$ cat src/rtl/cpu_ctrl_pkg.sv
// ============================================================================
// cpu_ctrl_pkg : shared encodings for the CPU run/halt/step sequencer
// Rev 1.0
// ============================================================================
`default_nettype none

package cpu_ctrl_pkg;

  typedef enum logic [1:0] {
    ST_RESET_HOLD = 2'd0,
    ST_HALTED     = 2'd1,
    ST_RUN        = 2'd2,
    ST_STEP       = 2'd3
  } state_e;

  localparam logic [1:0] HC_NONE = 2'd0;
  localparam logic [1:0] HC_SW   = 2'd1;
  localparam logic [1:0] HC_BP   = 2'd2;
  localparam logic [1:0] HC_STEP = 2'd3;

  localparam int              PHASE_W   = 3;
  localparam logic [PHASE_W-1:0] PH_REG_EN = 3'd6;
  localparam logic [PHASE_W-1:0] PH_LAST   = 3'd7;

endpackage

`default_nettype wire

$ cat src/rtl/cpu_phase_gen.sv
// ============================================================================
// cpu_phase_gen : 8-phase divider producing cpu_clk, PC/regfile enables and
// the CPU-cycle boundary pulse.  Rev 1.0
// ============================================================================
`default_nettype none

module cpu_phase_gen
  import cpu_ctrl_pkg::*;
(
  input  logic clk,
  input  logic rst,
  input  logic en_i,
  output logic cpu_clk_o,
  output logic pc_en_o,
  output logic reg_en_o,
  output logic boundary_o
);

  logic [PHASE_W-1:0] phase_q;
  logic [PHASE_W-1:0] phase_d;

  always_comb begin
    phase_d = phase_q;
    if (en_i) begin
      phase_d = phase_q + PHASE_W'(1);
    end
  end

  always_ff @(posedge clk or posedge rst) begin
    if (rst) begin
      phase_q <= '0;
    end else begin
      phase_q <= phase_d;
    end
  end

  // Phase always rests at 0 while disabled, so cpu_clk is naturally frozen low.
  assign cpu_clk_o  = phase_q[1];
  assign pc_en_o    = en_i && (phase_q[2:1] == 2'b00);
  assign reg_en_o   = en_i && (phase_q == PH_REG_EN);
  assign boundary_o = en_i && (phase_q == PH_LAST);

endmodule

`default_nettype wire

$ cat src/rtl/cpu_run_ctrl.sv
// ============================================================================
// cpu_run_ctrl : run/halt/single-step sequencer with post-reset hold,
// PC breakpoint and saturating retired-cycle counter.  Rev 1.0
// ============================================================================
`default_nettype none

module cpu_run_ctrl
  import cpu_ctrl_pkg::*;
#(
  parameter int RST_HOLD = 16,
  parameter int PC_W     = 32,
  parameter int CNT_W    = 32
) (
  input  logic            clk,
  input  logic            rst,
  input  logic            run_sw_i,
  input  logic            step_i,
  input  logic            halt_req_i,
  input  logic            bp_en_i,
  input  logic [PC_W-1:0] bp_addr_i,
  input  logic [PC_W-1:0] pc_i,
  input  logic            cnt_clr_i,
  output logic            cpu_clk,
  output logic            pc_en_o,
  output logic            reg_en_o,
  output logic            cpu_rst_o,
  output logic [1:0]      state_o,
  output logic [1:0]      halt_cause_o,
  output logic [CNT_W-1:0] cycle_cnt_o
);

  localparam int HOLD_W = (RST_HOLD > 1) ? $clog2(RST_HOLD) : 1;
  localparam logic [HOLD_W-1:0] HOLD_LAST = HOLD_W'(RST_HOLD - 1);

  state_e             state_q, state_d;
  logic [HOLD_W-1:0]  hold_q, hold_d;
  logic               cpu_rst_q, cpu_rst_d;
  logic [1:0]         cause_q, cause_d;
  logic               bp_skip_q, bp_skip_d;
  logic [CNT_W-1:0]   cnt_q, cnt_d;
  logic               step_q;

  logic active;
  logic boundary;
  logic run_go;
  logic step_rise;

  assign active    = (state_q == ST_RUN) || (state_q == ST_STEP);
  assign run_go    = run_sw_i && !halt_req_i;
  assign step_rise = step_i && !step_q;

  cpu_phase_gen u_phase_gen (
    .clk        (clk),
    .rst        (rst),
    .en_i       (active),
    .cpu_clk_o  (cpu_clk),
    .pc_en_o    (pc_en_o),
    .reg_en_o   (reg_en_o),
    .boundary_o (boundary)
  );

  always_comb begin
    state_d   = state_q;
    hold_d    = hold_q;
    cpu_rst_d = cpu_rst_q;
    cause_d   = cause_q;
    bp_skip_d = bp_skip_q;
    cnt_d     = cnt_q;

    case (state_q)
      ST_RESET_HOLD: begin
        if (hold_q == HOLD_LAST) begin
          cpu_rst_d = 1'b0;
          state_d   = run_go ? ST_RUN : ST_HALTED;
        end else begin
          hold_d = hold_q + HOLD_W'(1);
        end
      end
      ST_HALTED: begin
        if (run_go) begin
          state_d   = ST_RUN;
          bp_skip_d = 1'b1;
          cause_d   = HC_NONE;
        end else if (step_rise && !halt_req_i) begin
          state_d   = ST_STEP;
          bp_skip_d = 1'b1;
          cause_d   = HC_NONE;
        end
      end
      ST_RUN: begin
        if (boundary) begin
          bp_skip_d = 1'b0;
          if (halt_req_i || !run_sw_i) begin
            state_d = ST_HALTED;
            cause_d = HC_SW;
          end else if (bp_en_i && !bp_skip_q && (pc_i == bp_addr_i)) begin
            state_d = ST_HALTED;
            cause_d = HC_BP;
          end
        end
      end
      ST_STEP: begin
        if (boundary) begin
          bp_skip_d = 1'b0;
          state_d   = ST_HALTED;
          cause_d   = HC_STEP;
        end
      end
      default: state_d = ST_RESET_HOLD;
    endcase

    // Clear has priority over a same-clk boundary increment.
    if (cnt_clr_i) begin
      cnt_d = '0;
    end else if (boundary && (cnt_q != {CNT_W{1'b1}})) begin
      cnt_d = cnt_q + CNT_W'(1);
    end
  end

  always_ff @(posedge clk or posedge rst) begin
    if (rst) begin
      state_q   <= ST_RESET_HOLD;
      hold_q    <= '0;
      cpu_rst_q <= 1'b1;
      cause_q   <= HC_NONE;
      bp_skip_q <= 1'b1;
      cnt_q     <= '0;
      step_q    <= 1'b0;
    end else begin
      state_q   <= state_d;
      hold_q    <= hold_d;
      cpu_rst_q <= cpu_rst_d;
      cause_q   <= cause_d;
      bp_skip_q <= bp_skip_d;
      cnt_q     <= cnt_d;
      step_q    <= step_i;
    end
  end

  assign cpu_rst_o    = cpu_rst_q;
  assign state_o      = state_q;
  assign halt_cause_o = cause_q;
  assign cycle_cnt_o  = cnt_q;

endmodule

`default_nettype wire

$ cat config.mk
export PLATFORM = sky130hd
export DESIGN_NAME = cpu_run_ctrl
export DESIGN_NICKNAME = d
export VERILOG_FILES = /design/src/rtl/cpu_ctrl_pkg.sv /design/src/rtl/cpu_phase_gen.sv /design/src/rtl/cpu_run_ctrl.sv
export SDC_FILE = /design/constraint.sdc
export NUM_CORES = 1
export LEC_CHECK = 0
export BUFFER_PORTS_ARGS = -buffer_cell sky130_fd_sc_hd__buf_2
export CORE_ASPECT_RATIO = 1.25
export CORE_UTILIZATION = 49
export DETAILED_ROUTE_END_ITERATION = 10
export HOLD_SLACK_MARGIN = 0.05
export PLACE_DENSITY = 0.92
export SLEW_MARGIN = 10
export SYNTH_ARGS = -nofsm -noshare
export SYNTH_HDL_FRONTEND = slang
export SYNTH_SLANG_ARGS = --single-unit
$ cat constraint.sdc
create_clock -name clk -period 2.75 [get_ports clk]
set_input_delay 0.55 -clock clk [delete_from_list [all_inputs] [get_ports clk]]
set_output_delay 0.55 -clock clk [all_outputs]
set_load 0.1 [all_outputs]
==> impl_metrics.csv <==
group,metric,value,unit
power,power,2300,uW
finish,final_cell_mix,"buf_2, dfrtp_1, xnor2_1",
route,routedWlPerCell,14.0,um
floorplan,dieArea,5990,um^2
sta,timing.hold.ws,0.208,ns
route,drt-total-wl,6530,um
critical_path,cp-end-kind,"register",
clock_network,cts-root-buf,"clkbuf_8",
sta,tns,0,ns
finish,antenna_cells,0,
clock_network,htreeDepth,2,
yosys,ys.flop_type,"dfrtp_1",
global_route,grt_pass1_vias,2369,
finish,fillCellCount,445,
yosys,avgSynthCellArea,9.57,um^2
yosys,yosys_warnings,0,
sta,finalMaxSlewViolations,0,
critical_path,max_stage_delay,0.47,ns
critical_path,startpoint,"u_phase_gen.phase_q[1]",
placement,io_buffers,110,
run_status,status,"complete, no violations",
sta,max_slew_margin,0.623,
sta,fin_crit_sh,0.813,
power,powerDensity,657,nW/um^2
critical_path,crit_path_cell_trace,"ha_1 > ha_1 > nand2_1 > nor2_4 > nand2_1 > nor4_1 > xnor2_1 > nor2_1",
clock_network,cts_sinks,46,
job,cap_violations,0,
yosys,syn_inst,291,
sta,hold_viol,0,
clock_network,cts_buffers,5,
hold_path,holdCritPathClass,"primary input to async pin",
critical_path,r2r-start,"u_phase_gen.phase_q[1]",
yosys,syn_area,2780,um^2
floorplan,initial_core_util,0.511,
route,first_pass_iters,6,
critical_path,critPathTopFamily,"simple AND/OR/NAND/NOR gates",
sta,setup_viol,0,
sta,skew,0.00404,ns
critical_path,timing.rr.end,"cycle_cnt_o[31]",
yosys,seq_area_frac_synth,0.414,
global_route,antenna_found_initial,0,
route,viasPerCell,5.45,
floorplan,dieHeight,86.3,um
clock_network,cts_max_path_buffers,2,
floorplan,num_rows,30,
yosys,ys_ff_latch,46,
power,leakagePower,0.00170,uW
floorplan,die_x,69.4,um
floorplan,core_area,5440,um^2
placement,place_hpwl,5090,um
finish,drive_gt1_frac,0.332,
critical_path,reg2reg_setup_slack,0.51,ns
clock_network,cts.hold.buffers_added,0,
route,drc,0,
placement,gp_congestion,0.795,
clock_network,clkTransAtPathRegs,0.08,ns
finish,final_nets,476,
finish,layout_commonest_cell,"buf_2",
clock_network,worstSkewPairLatency,0.30,ns
global_route,grt_pass1_wl,10600,um
route,drt_iter0_markers,163,
placement,dp_slack,0.433,ns
floorplan,num_io_pins,111,
critical_path,crit_fanout,7,
route,routed-via-count,2532,
yosys,synth_edf_count,0,
sta,setup_ws,0.514,ns
critical_path,critical_path.slowest_cell,"dfrtp_1",
clock_network,cts_tree,"built",
finish,post-route-util,0.644,
sta,fmax,0.447,GHz
clock_network,postCtsSetupRepairBufs,0,
global_route,grtUsageTotal,0.216,
critical_path,reg2reg_depth,8,
sta,rsz0062_at_grt,"false",
route,ant_nets,0,
power,ir_drop,0.789,mV
finish,area_growth,25.8,%
critical_path,start_kind,"register",
yosys,synth.net_count,367,
critical_path,critPathKind,"register to register",
yosys,async_flop_share,1.00,
sta,worst_slew_pin_slew,0.565,ns
yosys,yosysUniqueCellTypes,43,
critical_path,path_buf_inv,0,
clock_network,ctsResizeCount,0,
critical_path,arrival,2.40,ns
global_route,gr-total-overflow,0,
sta,finalCriticalPeriod,2.24,ns
critical_path,required,2.92,ns
global_route,grt_max_degree,33,
==> synthesized netlist by cell type, types with 5 or more instances <==
library cell,count,area share
nor3_1,6,0.011
and4_1,8,0.025
inv_1,7,0.0094
xnor2_1,38,0.12
nand2_1,17,0.023
o21ai_0,6,0.011
nand3_1,12,0.022
xor2_1,24,0.076
and3_1,10,0.022
nor2_1,34,0.046
clkbuf_1,5,0.0067
a21oi_1,12,0.022
ha_1,5,0.022
nand4_1,16,0.036
dfrtp_1,44,0.40
nor4_1,6,0.013
==> worst max path at each step <==
stage                            endpoint  slack, ns  cells past startpoint
after detailed placement  halt_cause_o[0]       0.43                      7
after global placement    halt_cause_o[0]       0.50                      7
final                     cycle_cnt_o[31]       0.51                      8
after global routing       cycle_cnt_o[0]       0.33                      6
after CTS                 cycle_cnt_o[31]       0.53                      8
after floorplan           cycle_cnt_o[31]       0.03                      8
==> through the flow <==
step           cell area (um^2)  cells
2_1_floorplan              2800    291
3_5_place_dp               3400    457
5_1_grt                    3500    465
3_3_place_gp               3400    457
4_1_cts                    3500    465
6_report                   3500    465
==> sequential cells by signal, indices dropped and copies added (netlist names) <==
| register | count |
|---|---|
| hold_q | 4 |
| state_o | 2 |
| step_q | 1 |
| cpu_rst_o | 1 |
| bp_skip_q | 1 |
| cycle_cnt_o | 32 |
| u_phase_gen.phase_q | 3 |
| halt_cause_o | 2 |
==> layout make-up <==
cell class / instances / area [um^2] / area share
Multi-Input combinational cell: 228 / 1570 / 0.448
Timing Repair Buffer: 112 / 566 / 0.161
Tap cell: 64 / 80.1 / 0.0229
Clock buffer: 7 / 76.3 / 0.0218
Sequential cell: 46 / 1150 / 0.330
Clock inverter: 1 / 30.0 / 0.00857
Inverter: 7 / 26.3 / 0.00750
==> metal layers <==
layer | vias to the layer above | global-route usage | part of all wire
met5 | - | 0 | 0
met4 | 0 | 0.0612 | 0.0090
met3 | 6 | 0.0407 | 0.055
met2 | 99 | 0.409 | 0.55
met1 | 1192 | 0.246 | 0.38
li1 | 1235 | - | -
==> cells by family (layout without fill, tap and decap cells) <==
group	after synthesis	in the layout	share of synthesized area
AND/OR/NAND/NOR	128	128	0.263
XOR/XNOR	62	62	0.195
flip-flops	46	46	0.414
AO/OA/AOI/OAI	29	29	0.0643
buffers and inverters	17	127	0.0256
adder cells (fa/ha/maj)	5	5	0.0225
multiplexers	4	4	0.0153
==> where the power goes <==
part	internal [uW]	total, uW	leakage (uW)	switching [uW]
Combinational	281	884	0.00103	603
Clock	272	498	0.0000524	226
Sequential	774	921	0.000609	147
(Power assumes the default switching activity.)
